===== config.mk =====
export PLATFORM = sky130hd
export DESIGN_NAME = dqn_state_weight_scheduler
export DESIGN_NICKNAME = d
export VERILOG_FILES = /design/src/rtl/dqn_state_weight_scheduler.sv
export SDC_FILE = /design/constraint.sdc
export NUM_CORES = 1
export LEC_CHECK = 0
export BUFFER_PORTS_ARGS = -buffer_cell sky130_fd_sc_hd__buf_2
export CORE_ASPECT_RATIO = 1.5
export CORE_MARGIN = 1
export CORE_UTILIZATION = 40
export CTS_BUF_LIST = sky130_fd_sc_hd__clkbuf_8
export CTS_CLUSTER_DIAMETER = 200
export DETAILED_ROUTE_END_ITERATION = 8
export PLACE_DENSITY = 0.64
export SYNTH_ARGS = -nofsm -noshare
export SYNTH_HDL_FRONTEND = slang
export SYNTH_SLANG_ARGS = --single-unit

===== constraint.sdc =====
create_clock -name clk -period 2.13 [get_ports clk]
set_input_delay 0.3195 -clock clk [delete_from_list [all_inputs] [get_ports clk]]
set_output_delay 0.3195 -clock clk [all_outputs]
set_load 0.01 [all_outputs]

===== src/rtl/dqn_state_weight_scheduler.sv =====
`default_nettype none
// ============================================================================
// Module   : dqn_state_weight_scheduler
// Brief    : Serializes DQN state transitions to the main/target nets and
//            arbitrates the shared weight bus between initial load and soft update.
// Revision : 1.0
// ============================================================================
module dqn_state_weight_scheduler #(
   parameter int DATA_WIDTH                    = 32,
   parameter int LAYER_WIDTH                   = 2,
   parameter int WEIGHT_ADDR_WIDTH             = 11,
   parameter int NUMBER_OF_INPUT_NODE          = 4,
   parameter int NUMBER_OF_HIDDEN_NODE_LAYER_2 = 32,
   parameter int NUMBER_OF_OUTPUT_NODE         = 3,
   localparam int STATE_ADDR_WIDTH = (NUMBER_OF_INPUT_NODE > 1) ? $clog2(NUMBER_OF_INPUT_NODE) : 1
) (
   input  logic                                       clk,
   input  logic                                       rst_n,
   input  logic                                       i_valid,
   output logic                                       o_ready,
   input  logic [NUMBER_OF_INPUT_NODE*DATA_WIDTH-1:0] i_current_state,
   input  logic [NUMBER_OF_INPUT_NODE*DATA_WIDTH-1:0] i_next_state,
   output logic                                       o_main_data_valid,
   output logic [STATE_ADDR_WIDTH-1:0]                o_main_data_addr,
   output logic [DATA_WIDTH-1:0]                      o_main_data,
   output logic                                       o_target_data_valid,
   output logic [STATE_ADDR_WIDTH-1:0]                o_target_data_addr,
   output logic [DATA_WIDTH-1:0]                      o_target_data,
   input  logic                                       i_weight_valid,
   input  logic [LAYER_WIDTH-1:0]                     i_weight_layer,
   input  logic [WEIGHT_ADDR_WIDTH-1:0]               i_weight_addr,
   input  logic [DATA_WIDTH-1:0]                      i_weight,
   input  logic                                       i_soft_req_valid,
   input  logic [LAYER_WIDTH-1:0]                     i_soft_req_layer,
   input  logic [WEIGHT_ADDR_WIDTH-1:0]               i_soft_req_addr,
   input  logic                                       i_soft_wr_valid,
   input  logic [LAYER_WIDTH-1:0]                     i_soft_wr_layer,
   input  logic [WEIGHT_ADDR_WIDTH-1:0]               i_soft_wr_addr,
   input  logic [DATA_WIDTH-1:0]                      i_soft_wr_weight,
   input  logic                                       i_soft_done,
   output logic                                       o_weight_valid,
   output logic                                       o_rw_weight_select,
   output logic [LAYER_WIDTH-1:0]                     o_weight_layer,
   output logic [WEIGHT_ADDR_WIDTH-1:0]               o_weight_addr,
   output logic [DATA_WIDTH-1:0]                      o_weight,
   output logic [1:0]                                 o_mode,
   output logic                                       o_init_done
);

   localparam int LAST_ADDR = NUMBER_OF_OUTPUT_NODE*(NUMBER_OF_HIDDEN_NODE_LAYER_2+1)-1;
   localparam logic [WEIGHT_ADDR_WIDTH-1:0] C_LAST_ADDR = WEIGHT_ADDR_WIDTH'(LAST_ADDR);
   localparam logic [STATE_ADDR_WIDTH-1:0]  C_LAST_K    = STATE_ADDR_WIDTH'(NUMBER_OF_INPUT_NODE-1);

   // ------------------------------------------------------------ serializer
   typedef enum logic {S_IDLE = 1'b0, S_SEND = 1'b1} ser_state_t;

   ser_state_t                                r_ser_state, w_ser_next;
   logic [STATE_ADDR_WIDTH-1:0]               r_k;
   logic [STATE_ADDR_WIDTH-1:0]               w_k_inc;
   logic [NUMBER_OF_INPUT_NODE*DATA_WIDTH-1:0] r_cur, r_nxt;
   logic                                      r_init_done;
   logic                                      w_handshake, w_last;

   assign o_ready     = (r_ser_state == S_IDLE) && r_init_done;
   assign w_handshake = i_valid && o_ready;
   assign w_last      = (r_k == C_LAST_K);
   assign w_k_inc     = r_k + 1'b1;

   always_ff @(posedge clk or negedge rst_n) begin
      if (!rst_n) r_ser_state <= S_IDLE;
      else        r_ser_state <= w_ser_next;
   end

   always_comb begin
      w_ser_next = r_ser_state;
      case (r_ser_state)
         S_IDLE:  if (w_handshake) w_ser_next = S_SEND;
         S_SEND:  if (w_last)      w_ser_next = S_IDLE;
         default: w_ser_next = S_IDLE;
      endcase
   end

   // Element 0 is launched from the handshake itself so element k lands k+1 cycles later.
   always_ff @(posedge clk or negedge rst_n) begin
      if (!rst_n) begin
         r_k                 <= '0;
         r_cur               <= '0;
         r_nxt               <= '0;
         o_main_data_valid   <= 1'b0;
         o_main_data_addr    <= '0;
         o_main_data         <= '0;
         o_target_data_valid <= 1'b0;
         o_target_data_addr  <= '0;
         o_target_data       <= '0;
      end else begin
         o_main_data_valid   <= 1'b0;
         o_target_data_valid <= 1'b0;
         if (w_handshake) begin
            r_cur               <= i_current_state;
            r_nxt               <= i_next_state;
            r_k                 <= '0;
            o_main_data_valid   <= 1'b1;
            o_main_data_addr    <= '0;
            o_main_data         <= i_current_state[0 +: DATA_WIDTH];
            o_target_data_valid <= 1'b1;
            o_target_data_addr  <= '0;
            o_target_data       <= i_next_state[0 +: DATA_WIDTH];
         end else if (r_ser_state == S_SEND) begin
            if (w_last) begin
               r_k <= '0;
            end else begin
               r_k                 <= w_k_inc;
               o_main_data_valid   <= 1'b1;
               o_main_data_addr    <= w_k_inc;
               o_main_data         <= r_cur[w_k_inc*DATA_WIDTH +: DATA_WIDTH];
               o_target_data_valid <= 1'b1;
               o_target_data_addr  <= w_k_inc;
               o_target_data       <= r_nxt[w_k_inc*DATA_WIDTH +: DATA_WIDTH];
            end
         end
      end
   end

   // ------------------------------------------------------------ weight arbiter
   typedef enum logic [1:0] {M_INIT = 2'd0, M_READ = 2'd1, M_WRITE = 2'd2} mode_t;

   mode_t                        r_mode, w_mode_next;
   logic                         w_init_done_next;
   logic                         w_bus_valid, w_bus_sel;
   logic [LAYER_WIDTH-1:0]       w_bus_layer;
   logic [WEIGHT_ADDR_WIDTH-1:0] w_bus_addr;
   logic [DATA_WIDTH-1:0]        w_bus_weight;

   assign o_mode      = r_mode;
   assign o_init_done = r_init_done;

   always_ff @(posedge clk or negedge rst_n) begin
      if (!rst_n) begin
         r_mode             <= M_INIT;
         r_init_done        <= 1'b0;
         o_weight_valid     <= 1'b0;
         o_rw_weight_select <= 1'b0;
         o_weight_layer     <= '0;
         o_weight_addr      <= '0;
         o_weight           <= '0;
      end else begin
         r_mode             <= w_mode_next;
         r_init_done        <= w_init_done_next;
         o_weight_valid     <= w_bus_valid;
         o_rw_weight_select <= w_bus_sel;
         o_weight_layer     <= w_bus_layer;
         o_weight_addr      <= w_bus_addr;
         o_weight           <= w_bus_weight;
      end
   end

   // An initial-load word always wins and drops the arbiter back to INIT.
   always_comb begin
      w_mode_next      = r_mode;
      w_init_done_next = r_init_done;
      w_bus_valid      = 1'b0;
      w_bus_sel        = o_rw_weight_select;
      w_bus_layer      = o_weight_layer;
      w_bus_addr       = o_weight_addr;
      w_bus_weight     = o_weight;
      if (i_weight_valid) begin
         w_bus_valid  = 1'b1;
         w_bus_sel    = 1'b0;
         w_bus_layer  = i_weight_layer;
         w_bus_addr   = i_weight_addr;
         w_bus_weight = i_weight;
         if (r_mode != M_INIT) begin
            w_mode_next = M_INIT;
         end else if ((&i_weight_layer) && (i_weight_addr == C_LAST_ADDR)) begin
            w_mode_next      = M_READ;
            w_init_done_next = 1'b1;
         end
      end else begin
         case (r_mode)
            M_READ: begin
               if (i_soft_req_valid) begin
                  w_bus_valid = 1'b1;
                  w_bus_sel   = 1'b1;
                  w_bus_layer = i_soft_req_layer;
                  w_bus_addr  = i_soft_req_addr;
                  if ((&i_soft_req_layer) && (i_soft_req_addr == C_LAST_ADDR))
                     w_mode_next = M_WRITE;
               end
            end
            M_WRITE: begin
               if (i_soft_wr_valid) begin
                  w_bus_valid  = 1'b1;
                  w_bus_sel    = 1'b0;
                  w_bus_layer  = i_soft_wr_layer;
                  w_bus_addr   = i_soft_wr_addr;
                  w_bus_weight = i_soft_wr_weight;
               end
               if (i_soft_done) w_mode_next = M_READ;
            end
            default: ;
         endcase
      end
   end

endmodule
`default_nettype wire


==> results of run 1 <==
[sequential cells by signal (all words and copies together) (netlist names)]
signal / count
o_init_done: 1
o_main_data: 32
o_mode: 2
o_rw_weight_select: 1
o_target_data: 32
o_target_data_addr: 2
o_target_data_valid: 1
o_weight: 32
o_weight_addr: 11
o_weight_layer: 2
o_weight_valid: 1
r_cur: 128
r_k: 2
r_nxt: 128
r_ser_state: 1
[cell usage after synthesis]
cell        n  area, µm²
and3b_1     1      8.760
nor3_1      1      5.000
or4_1       3      22.52
nor2_1     14      52.55
buf_2      11      55.05
a21oi_1    12      60.06
o41ai_2     1      16.27
buf_1       8      30.03
a21o_1      1      7.510
or2_1       1      6.260
nor2b_1     3      18.77
inv_1       6      22.52
a32oi_1     1      8.760
nand2b_1    3      18.77
ha_1        4      50.05
a22oi_1    37      277.8
clkbuf_1   88      330.3
nand3b_1    3      22.52
buf_4       3      22.52
dfrtp_1   376       9409
nand4_1     2      12.51
mux2_2      1      11.26
o311ai_0    1      8.760
or4b_2      1      10.01
o21ai_0    79      395.4
nand2_1   887       3329
mux2i_1    73      730.7
mux4_2     64       1441
and3_1      1      6.260
nor4_1      1      6.260
or2b_1      1      7.510
or4b_1      1      10.01
a221o_1     3      30.03
[layout make-up]
cell class	instances	area, µm²
tap	506	633.1
clock inverter	35	315.3
timing repair buffer	826	5993
multi-input combinational	1200	6625
fill	3299	16480
sequential	376	9413
clock buffer	68	935.9
antenna	5	12.51
inverter	6	22.52
[through the flow]
stage	util	total power [mW]
floorplan	-	8.723
global placement	0.4872	9.878
detailed placement	0.4872	9.916
CTS	0.5921	16.93
global route	0.5924	17.53
finish	0.5924	16.79
[power by group]
group          leakage, nW  switching [mW]  internal (mW)  total, mW
registers             4.82           0.225           7.51       7.73
clock network        0.706            2.90           3.63       6.53
logic                 6.87            1.22           1.30       2.52
total                 12.4            4.34           12.4       16.8
[critical path, delay by kind of cell (launching register included)]
kind | cells | cell delay (ns)
buf+inv | 1 | 0.21
flops | 1 | 0.51
simple gates | 1 | 0.32
[routing by layer]
layer	vias up	GRT usage
li1	7078	-
met5	-	0
met4	6	0.1332
met1	7276	0.3074
met2	701	0.4385
met3	168	0.04787
[final timing paths]
check | cells past startpoint | slack (ns) | endpoint
setup / recovery | 2 | 0.16 | o_ready
hold / removal | 3 | 0.03 | o_weight[3]
setup reg to reg | 7 | 0.19 | o_weight_addr[6]
hold reg to reg | 2 | 0.47 | r_cur[73]
max in group asynchronous | 4 | 1.08 | r_nxt[123]
min in group asynchronous | 2 | 0.24 | o_main_data[7]
[placed cells by master, fill, tap and decap left out, drive strengths merged, types with 3 or more instances in the layout]
master and count:
ha 4, a22oi 37, bufinv 6, buf 527, dfrtp 376, nand3b 3
mux4 64, clkbuf 68, a221o 3, nand2 887, nor2 14, nand2b 3
diode 5, mux2i 73, dlygate4sd3 299, inv 24, or4 3, o21ai 79
nor2b 3, clkinv 9, a21oi 12
[cells by family after synthesis]
family	count (synthesis)
compound gates	135
fa+ha+maj	4
buf+inv	116
flops	376
mux	138
simple gates	923
==> results.txt, run 1 <==
vias = 15230
H-tree depth = 2
final instance area = 23950 µm²
CP startpoint = o_init_done
first-pass GRT wire length = 84.64 mm
unrepaired setup endpoints after global routing = false
critical path class = flip-flop to output pin
DRC Markers = 0
Fin. Hold Viols = 0
minimum clock period = 1.971 ns
pwr/cell area = 700.8 nW/µm²
Setup-failing EPs final = 0
Initial Utilization = 0.4068
DP Worst Slack = 0.08138 ns
drt total wl = 53.43 mm
# hold bufs at CTS = 299
Overflow after GRT = 0
Leak = 12.39 nW
arrival time at the worst endpoint = 1.65 ns
Max-Cap Viols = 0
register bit total from synthesis = 376
routed vias/inst = 5.039
Worst path slowest cell = dfrtp_1
nets = 2838
detailed placement HPWL = 34.09 mm
iteration-0 DRC count of the detailed router = 886
endpoint class of the critical path = output pin
clock slew at reported path FFs = 0.06 ns
synthesis-to-layout area growth = 45.64%
Worst Clk Skew = 0.04346 ns
cell row count = 90
placer congestion estimate = 0.9176
Compound-Gate Fraction of Synth Area = 0.04892
status = finished clean
placed cell count = 2615
CP peak stage delay = 0.51 ns
metal2 WL = 26.57 mm
GR Util All Layers = 0.2565
Die X = 167.6 µm
Fin Hold WS = 0.02649 ns
adder-cell share of the synthesized area = 0.003043
die area = 41940 µm²
post-cts sizing count = 0
setup TNS = 0 ns
Hold Startpoint = i_soft_wr_weight[3]
XOR/XNOR Fraction of Synth Area = 0
reg2reg start = o_mode[1]
Worst Path Required = 1.81 ns
Clk Latency, worst-skew pair = 0.63 ns
Post-Syn Area = 16440 µm²
WL/cell = 17.68 µm
# IOs = 487
Synth Warn # = 0
Die H = 250.3 µm
cells after synthesis = 1692
vias in the first global route = 16370
met3 WL = 3.405 mm
Net Count, Synth = 2062
Fmax achieved = 507.5 MHz
First-pass DRT Iterations = 5
Inserted Clock Buffers = 58
Cell Chain, Critical Path = nor2b_1 > buf_2
Post CTS Setup Buffer Count = 0
clk buf depth = 3
Root Driver = clkbuf_8
kind of path behind the tightest hold check = input pin to flip-flop
crit-path max FO = 4
worst vdd ir = 0.5545 mV
CTS tree = built
max layer used = met5
TritonCTS Sinks = 376
Layout Cells excl Fill = 3022
mux cell area share after synthesis = 0.1328
PnR worst setup slack = 0.1594 ns
Syn Area/Cell = 9.719 µm²
Slew Limit Headroom = 0.3717
Core Footprint = 40430 µm²
worst slew pin tran = 0.9424 ns
layout cells sized above 1 = 0.2736
sequential element share of the synthesized area = 0.5722
Synth Area in Simple Gates = 0.2151
wl on met1 = 20.83 mm
main combinational cell family by area after synthesis = simple AND/OR/NAND/NOR gates
startpoint types = flip-flop
dpl cell area = 19690 µm²
post-route ant nets = 0
Final period util = 0.9252
largest net degree at the start of global routing = 168
Netlist cell types = 33
initial antenna violation count = 8
fin. max-slew vios = 0
input/output buffers = 486
(Power assumes the default switching activity.)
==> inputs of run 2 (changes only) <==
--- a/config.mk
+++ b/config.mk
@@ -5,7 +5,7 @@
 export SDC_FILE = /design/constraint.sdc
 export NUM_CORES = 1
 export LEC_CHECK = 0
-export BUFFER_PORTS_ARGS = -buffer_cell sky130_fd_sc_hd__buf_2
+export BUFFER_PORTS_ARGS = -buffer_cell sky130_fd_sc_hd__buf_4
 export CORE_ASPECT_RATIO = 1.5
 export CORE_MARGIN = 1
 export CORE_UTILIZATION = 40
@@ -13,6 +13,7 @@
 export CTS_CLUSTER_DIAMETER = 200
 export DETAILED_ROUTE_END_ITERATION = 8
 export PLACE_DENSITY = 0.64
+export REMOVE_ABC_BUFFERS = 1
 export SYNTH_ARGS = -nofsm -noshare
 export SYNTH_HDL_FRONTEND = slang
 export SYNTH_SLANG_ARGS = --single-unit
==> results.txt, run 2 (same netlist as run 1, synthesis figures left out) <==
status = finished clean (unchanged)
Register-to-Register Path Depth = 7 (unchanged)
Hold Path Depth = 3 (unchanged)
layout cells sized above 1 = 0.2745 (was 0.2736)
startpoint types = input pin (was flip-flop)
Fmax achieved = 498.4 MHz (was 507.5 MHz)
input/output buffers = 486 (unchanged)
met2 Usage GRT = 0.4495 (was 0.4385)
First-pass DRT Iterations = 6 (was 5)
WL/cell = 17.60 µm (was 17.68 µm)
Post CTS Setup Buffer Count = 0 (unchanged)
Max-Cap Viols = 0 (unchanged)
die area = 41940 µm² (unchanged)
# IOs = 487 (unchanged)
worst slew pin tran = 0.6384 ns (was 0.9424 ns)
Die X = 167.6 µm (unchanged)
pwr/cell area = 674.9 nW/µm² (was 700.8 nW/µm²)
H-tree depth = 2 (unchanged)
clock slew at reported path FFs = 0.06 ns (about the same)
unrepaired setup endpoints after global routing = false (unchanged)
Overflow after GRT = 0 (unchanged)
placer congestion estimate = 0.8412 (was 0.9176)
CTS tree = built (unchanged)
commonest cells after routing, fill and taps aside = nand2_1, buf_4, dfrtp_1, dlygate4sd3_1, clkbuf_8 (was nand2_1, buf_2, dfrtp_1, dlygate4sd3_1, o21ai_0)
cell row count = 90 (unchanged)
Initial Utilization = 0.4068 (unchanged)
global route hottest layer = met2 (unchanged)
clk buf depth = 3 (unchanged)
minimum clock period = 2.006 ns (was 1.971 ns)
endpoint class of the critical path = flip-flop (was output pin)
Core Footprint = 40430 µm² (unchanged)
CP peak stage delay = 0.54 ns (was 0.51 ns)
drt total wl = 53.34 mm (was 53.43 mm)
Worst path slowest cell = dlygate4sd3_1 (was dfrtp_1)
Root Driver = clkbuf_8 (unchanged)
most common cell after layout, fill and taps aside = nand2_1 (unchanged)
vias = 15270 (was 15230)
arrival time at the worst endpoint = 2.52 ns (was 1.65 ns)
fin. max-slew vios = 0 (unchanged)
Util after Layout = 0.6242 (was 0.5924)
Final period util = 0.9419 (was 0.9252)
grt met1 use = 0.2763 (was 0.3074)
largest net degree at the start of global routing = 146 (was 168)
Fin. Hold Viols = 0 (unchanged)
kind of path behind the tightest hold check = input pin to flip-flop (unchanged)
nets = 2842 (was 2838)
met3 Resource Use GR = 0.05388 (was 0.04787)
Setup-failing EPs final = 0 (unchanged)
first-pass GRT wire length = 84.37 mm (was 84.64 mm)
Leak = 12.90 nW (was 12.39 nW)
critical path class = input pin to flip-flop (was flip-flop to output pin)
Die H = 250.3 µm (unchanged)
TritonCTS Sinks = 376 (unchanged)
initial antenna violation count = 5 (was 8)
GR Util All Layers = 0.2553 (was 0.2565)
Clk Latency, worst-skew pair = 0.60 ns (was 0.63 ns)
Slew Limit Headroom = 0.5744 (was 0.3717)
Worst Clk Skew = 0.01358 ns (was 0.04346 ns)
crit-path max FO = 2 (was 4)
Worst Path Required = 2.64 ns (was 1.81 ns)
iteration-0 DRC count of the detailed router = 984 (was 886)
worst vdd ir = 0.5128 mV (was 0.5545 mV)
Regs by FF count = r_cur: 128 flops, r_nxt: 128 flops (unchanged)
setup TNS = 0 ns (unchanged)
routed vias/inst = 5.037 (was 5.039)
DRC Markers = 0 (unchanged)
detailed placement HPWL = 33.83 mm (was 34.09 mm)
vias in the first global route = 16550 (was 16370)
synthesis-to-layout area growth = 53.46% (was 45.64%)
Inserted Clock Buffers = 58 (unchanged)
post-route ant nets = 0 (unchanged)
Cell Chain, Critical Path = dlygate4sd3_1 > buf_4 > or4b_1 > or4_1 > or2_1 > a32oi_1 (was nor2b_1 > buf_2)
-- run 2: cell count changes in the layout (fill, tap and decap cells not counted), sizes merged --
cell and change:
dlygate4sd3 +8, clkinvlp -1, buf -4, bufinv -4, clkinv +2, diode -1, inv -3, clkbuf +12
-- run 2: what timing repair did --
action / in CTS / in global routing
gates resized for setup: 0 / 1
endpoints found under the setup margin: 0 / 3
hold endpoints to repair: 451 / 0
hold buffers: 307 / 0
-- run 2: metal layers --
metal  routed length [µm]  vias up
met5                   21        -
li1                     -     7092
met2                27250      664
met1                19330     7293
met3                 3312      215
met4                 3427        4
-- run 2: through the flow --
stage	cell area, µm²	cells	hold slack (ns)	setup WS, ns	total power, mW
3_3_place_gp	20870	2611	0.2627	0.09153	10.16
5_1_grt	25230	3030	0.01980	0.05188	17.77
6_report	25240	3031	0.05099	0.1238	17.03
4_1_cts	25220	3027	0.0008680	0.1058	17.18
3_5_place_dp	20870	2611	0.2647	0.07920	10.20
2_1_floorplan	16010	1582	0.02391	-6.675	8.693
-- run 2: path summary, 6_finish.rpt --
path	start	end	slack [ns]
max	i_weight_addr[9]	o_mode[0]	0.12
min	i_soft_req_valid	o_weight_valid	0.05
max reg2reg	o_mode[1]	o_weight_addr[6]	0.17
max in group asynchronous	rst_n	r_cur[84]	1.14
min in group asynchronous	rst_n	r_cur[55]	0.22
min reg2reg	r_nxt[67]	r_nxt[67]	0.47
-- run 2: cell type report --
| cell class | count | area, µm² |
|---|---|---|
| Fill cell | 3167 | 15190 |
| Multi-Input combinational cell | 1200 | 6629 |
| Clock inverter | 29 | 182.7 |
| Clock buffer | 80 | 1101 |
| Tap cell | 506 | 633.1 |
| Sequential cell | 376 | 9413 |
| Inverter | 6 | 22.52 |
| Antenna cell | 4 | 10.01 |
| Timing Repair Buffer | 830 | 7244 |
-- run 2: power by group --
group          switching, mW  internal, mW  leakage, nW
Combinational           1.23          1.61         7.36
Clock                   2.87          3.58        0.727
Sequential             0.232          7.51         4.82
Total                   4.33          12.7         12.9
-- run 2: critical path: cells and delay by family --
kind | cells | cell delay [ns]
simple gates | 3 | 1.32
buf+inv | 2 | 0.68
compound gates | 1 | 0.20
==> inputs of run 3 (changes only) <==
--- a/config.mk
+++ b/config.mk
@@ -7,7 +7,7 @@
 export LEC_CHECK = 0
 export BUFFER_PORTS_ARGS = -buffer_cell sky130_fd_sc_hd__buf_4
 export CORE_ASPECT_RATIO = 1.5
-export CORE_MARGIN = 1
+export CORE_MARGIN = 2
 export CORE_UTILIZATION = 40
 export CTS_BUF_LIST = sky130_fd_sc_hd__clkbuf_8
 export CTS_CLUSTER_DIAMETER = 200
==> results.txt, run 3 (same netlist as run 1, synthesis figures left out) <==
NetSw = 4.297 mW (was 4.332 mW)
status = finished clean (unchanged)
Final period util = 0.9293 (was 0.9419)
layout cells sized above 1 = 0.2760 (was 0.2745)
Fmax achieved = 505.2 MHz (was 498.4 MHz)
metal2 WL = 27.20 mm (was 27.25 mm)
DRC Markers = 0 (unchanged)
critical path class = input pin to flip-flop (unchanged)
Int Power = 12.45 mW (was 12.70 mW)
clk buf depth = 3 (unchanged)
Flop pwr share = 0.462 (was 0.454)
nets = 2860 (was 2842)
Inserted Clock Buffers = 57 (was 58)
# IOs = 487 (unchanged)
Initial Utilization = 0.4023 (was 0.4068)
dpl cell area = 21060 µm² (was 20870 µm²)
post-route ant nets = 0 (unchanged)
largest net degree at the start of global routing = 107 (was 146)
Core Footprint = 40880 µm² (was 40430 µm²)
kind of path behind the tightest hold check = input pin to flip-flop (unchanged)
Clk Latency, worst-skew pair = 0.63 ns (was 0.60 ns)
First-pass DRT Iterations = 6 (unchanged)
startpoint types = input pin (unchanged)
drt total wl = 53.79 mm (was 53.34 mm)
Die X = 169.6 µm (was 167.6 µm)
Die H = 252.3 µm (was 250.3 µm)
Regs by FF count = r_cur: 128 flops, r_nxt: 128 flops (unchanged)
minimum clock period = 1.979 ns (was 2.006 ns)
crit-path max FO = 3 (was 2)
Max-Cap Viols = 0 (unchanged)
most common cell after layout, fill and taps aside = nand2_1 (unchanged)
Slew Limit Headroom = 0.5263 (was 0.5744)
TritonCTS Sinks = 376 (unchanged)
Setup-failing EPs final = 0 (unchanged)
cell row count = 91 (was 90)
vias in the first global route = 16680 (was 16550)
placer congestion estimate = 0.9090 (was 0.8412)
Pwr Total = 16.74 mW (was 17.03 mW)
initial antenna violation count = 4 (was 5)
worst slew pin tran = 0.7105 ns (was 0.6384 ns)
clock slew at reported path FFs = 0.06 ns (about the same)
first-pass GRT wire length = 85.00 mm (was 84.37 mm)
Worst Path Required = 2.58 ns (was 2.64 ns)
detailed placement HPWL = 35.12 mm (was 33.83 mm)
iteration-0 DRC count of the detailed router = 879 (was 984)
WL/cell = 17.65 µm (was 17.60 µm)
vias = 15280 (was 15270)
Root Driver = clkbuf_8 (unchanged)
pwr/cell area = 660.2 nW/µm² (was 674.9 nW/µm²)
post-cts sizing count = 0 (unchanged)
Worst Clk Skew = 0.02679 ns (was 0.01358 ns)
endpoint class of the critical path = flip-flop (unchanged)
H-tree depth = 2 (unchanged)
wl on met1 = 19.64 mm (was 19.33 mm)
GR Util All Layers = 0.2527 (was 0.2553)
Leak = 12.97 nW (was 12.90 nW)
die area = 42780 µm² (was 41940 µm²)
share of total power in the clock network = 0.368 (was 0.379)
Fin. Hold Viols = 0 (unchanged)
Comb power frac = 0.170 (was 0.166)
worst vdd ir = 0.4477 mV (was 0.5128 mV)
arrival time at the worst endpoint = 2.43 ns (was 2.52 ns)
max layer used = met5 (unchanged)
input/output buffers = 486 (unchanged)
Fin Hold WS = 0.03820 ns (was 0.05099 ns)
unrepaired setup endpoints after global routing = false (unchanged)
commonest cells after routing, fill and taps aside = nand2_1, buf_4, dfrtp_1, dlygate4sd3_1, o21ai_0 (was nand2_1, buf_4, dfrtp_1, dlygate4sd3_1, clkbuf_8)
fin. max-slew vios = 0 (unchanged)
routed vias/inst = 5.016 (was 5.037)
Switching Fraction = 0.2566 (was 0.2544)
final instance area = 25360 µm² (was 25240 µm²)
Overflow after GRT = 0 (unchanged)
synthesis-to-layout area growth = 54.23% (was 53.46%)
met3 WL = 3.325 mm (was 3.312 mm)
CTS tree = built (unchanged)
[run 3: cell count changes in the layout (fill, tap and decap cells not counted), sizes merged, moves of 2 or more]
cell	before	now
buf	523	539
clkbuf	80	77
clkinv	11	6
dlygate4sd3	307	310
inv	21	23
[run 3: cell type report]
type | count | area [µm²]
timing repair buffer | 849 | 7457
sequential | 376 | 9413
fill | 3203 | 15510
inverter | 6 | 22.52
clock inverter | 25 | 135.1
antenna | 3 | 7.507
tap | 511 | 639.4
clock buffer | 77 | 1060
multi-input combinational | 1200 | 6629
[run 3: per-stage QoR]
| stage | setup slack [ns] | std cells | setup TNS (ns) | utilization |
|---|---|---|---|---|
| 5_1_grt | 0.05586 | 3047 | 0 | 0.6205 |
| 3_5_place_dp | 0.06034 | 2632 | 0 | 0.5152 |
| 2_1_floorplan | -6.675 | 1582 | -1438.49 | - |
| 6_report | 0.1506 | 3047 | 0 | 0.6205 |
| 3_3_place_gp | 0.07196 | 2632 | 0 | 0.5152 |
| 4_1_cts | 0.2035 | 3044 | 0 | 0.6203 |
[run 3: path summary, 6_finish.rpt]
check	slack [ns]	end	startpoint	cells after the start
worst max-delay path	0.15	o_mode[1]	i_soft_req_addr[7]	6
worst min-delay path	0.04	o_weight[1]	i_weight[1]	3
worst max register to register	0.20	o_weight_addr[7]	o_mode[1]	7
worst min register to register	0.46	r_nxt[121]	r_nxt[121]	2
max in group asynchronous	1.05	r_cur[91]	rst_n	3
min in group asynchronous	0.24	o_weight_layer[0]	rst_n	2
[run 3: power groups by stage]
stage	clock, mW	combinational [mW]	sequential, mW
2_1_floorplan	0	0.731	7.96
4_1_cts	6.30	2.85	7.73
6_report	6.15	2.85	7.74
3_5_place_dp	0	2.37	7.86
5_1_grt	6.60	3.08	7.78
3_3_place_gp	0	2.36	7.85
[run 3: critical path: stages]
cell           delay, ns
dlygate4sd3_1       0.54
buf_4               0.15
or4b_2              0.67
o41ai_2             0.42
and3_1              0.21
o311ai_0            0.12
[run 3: repair_timing]
| item | CTS | global route |
|---|---|---|
| hold endpoints to repair | 414 | 0 |
| hold buffers | 310 | 0 |
| setup buffers | 0 | 0 |
[run 3: metal layers]
metal | vias up | track usage
met4 | 2 | 0.1624
li1 | 7101 | -
met2 | 628 | 0.4417
met5 | - | 0
met1 | 7345 | 0.2784
met3 | 207 | 0.05199
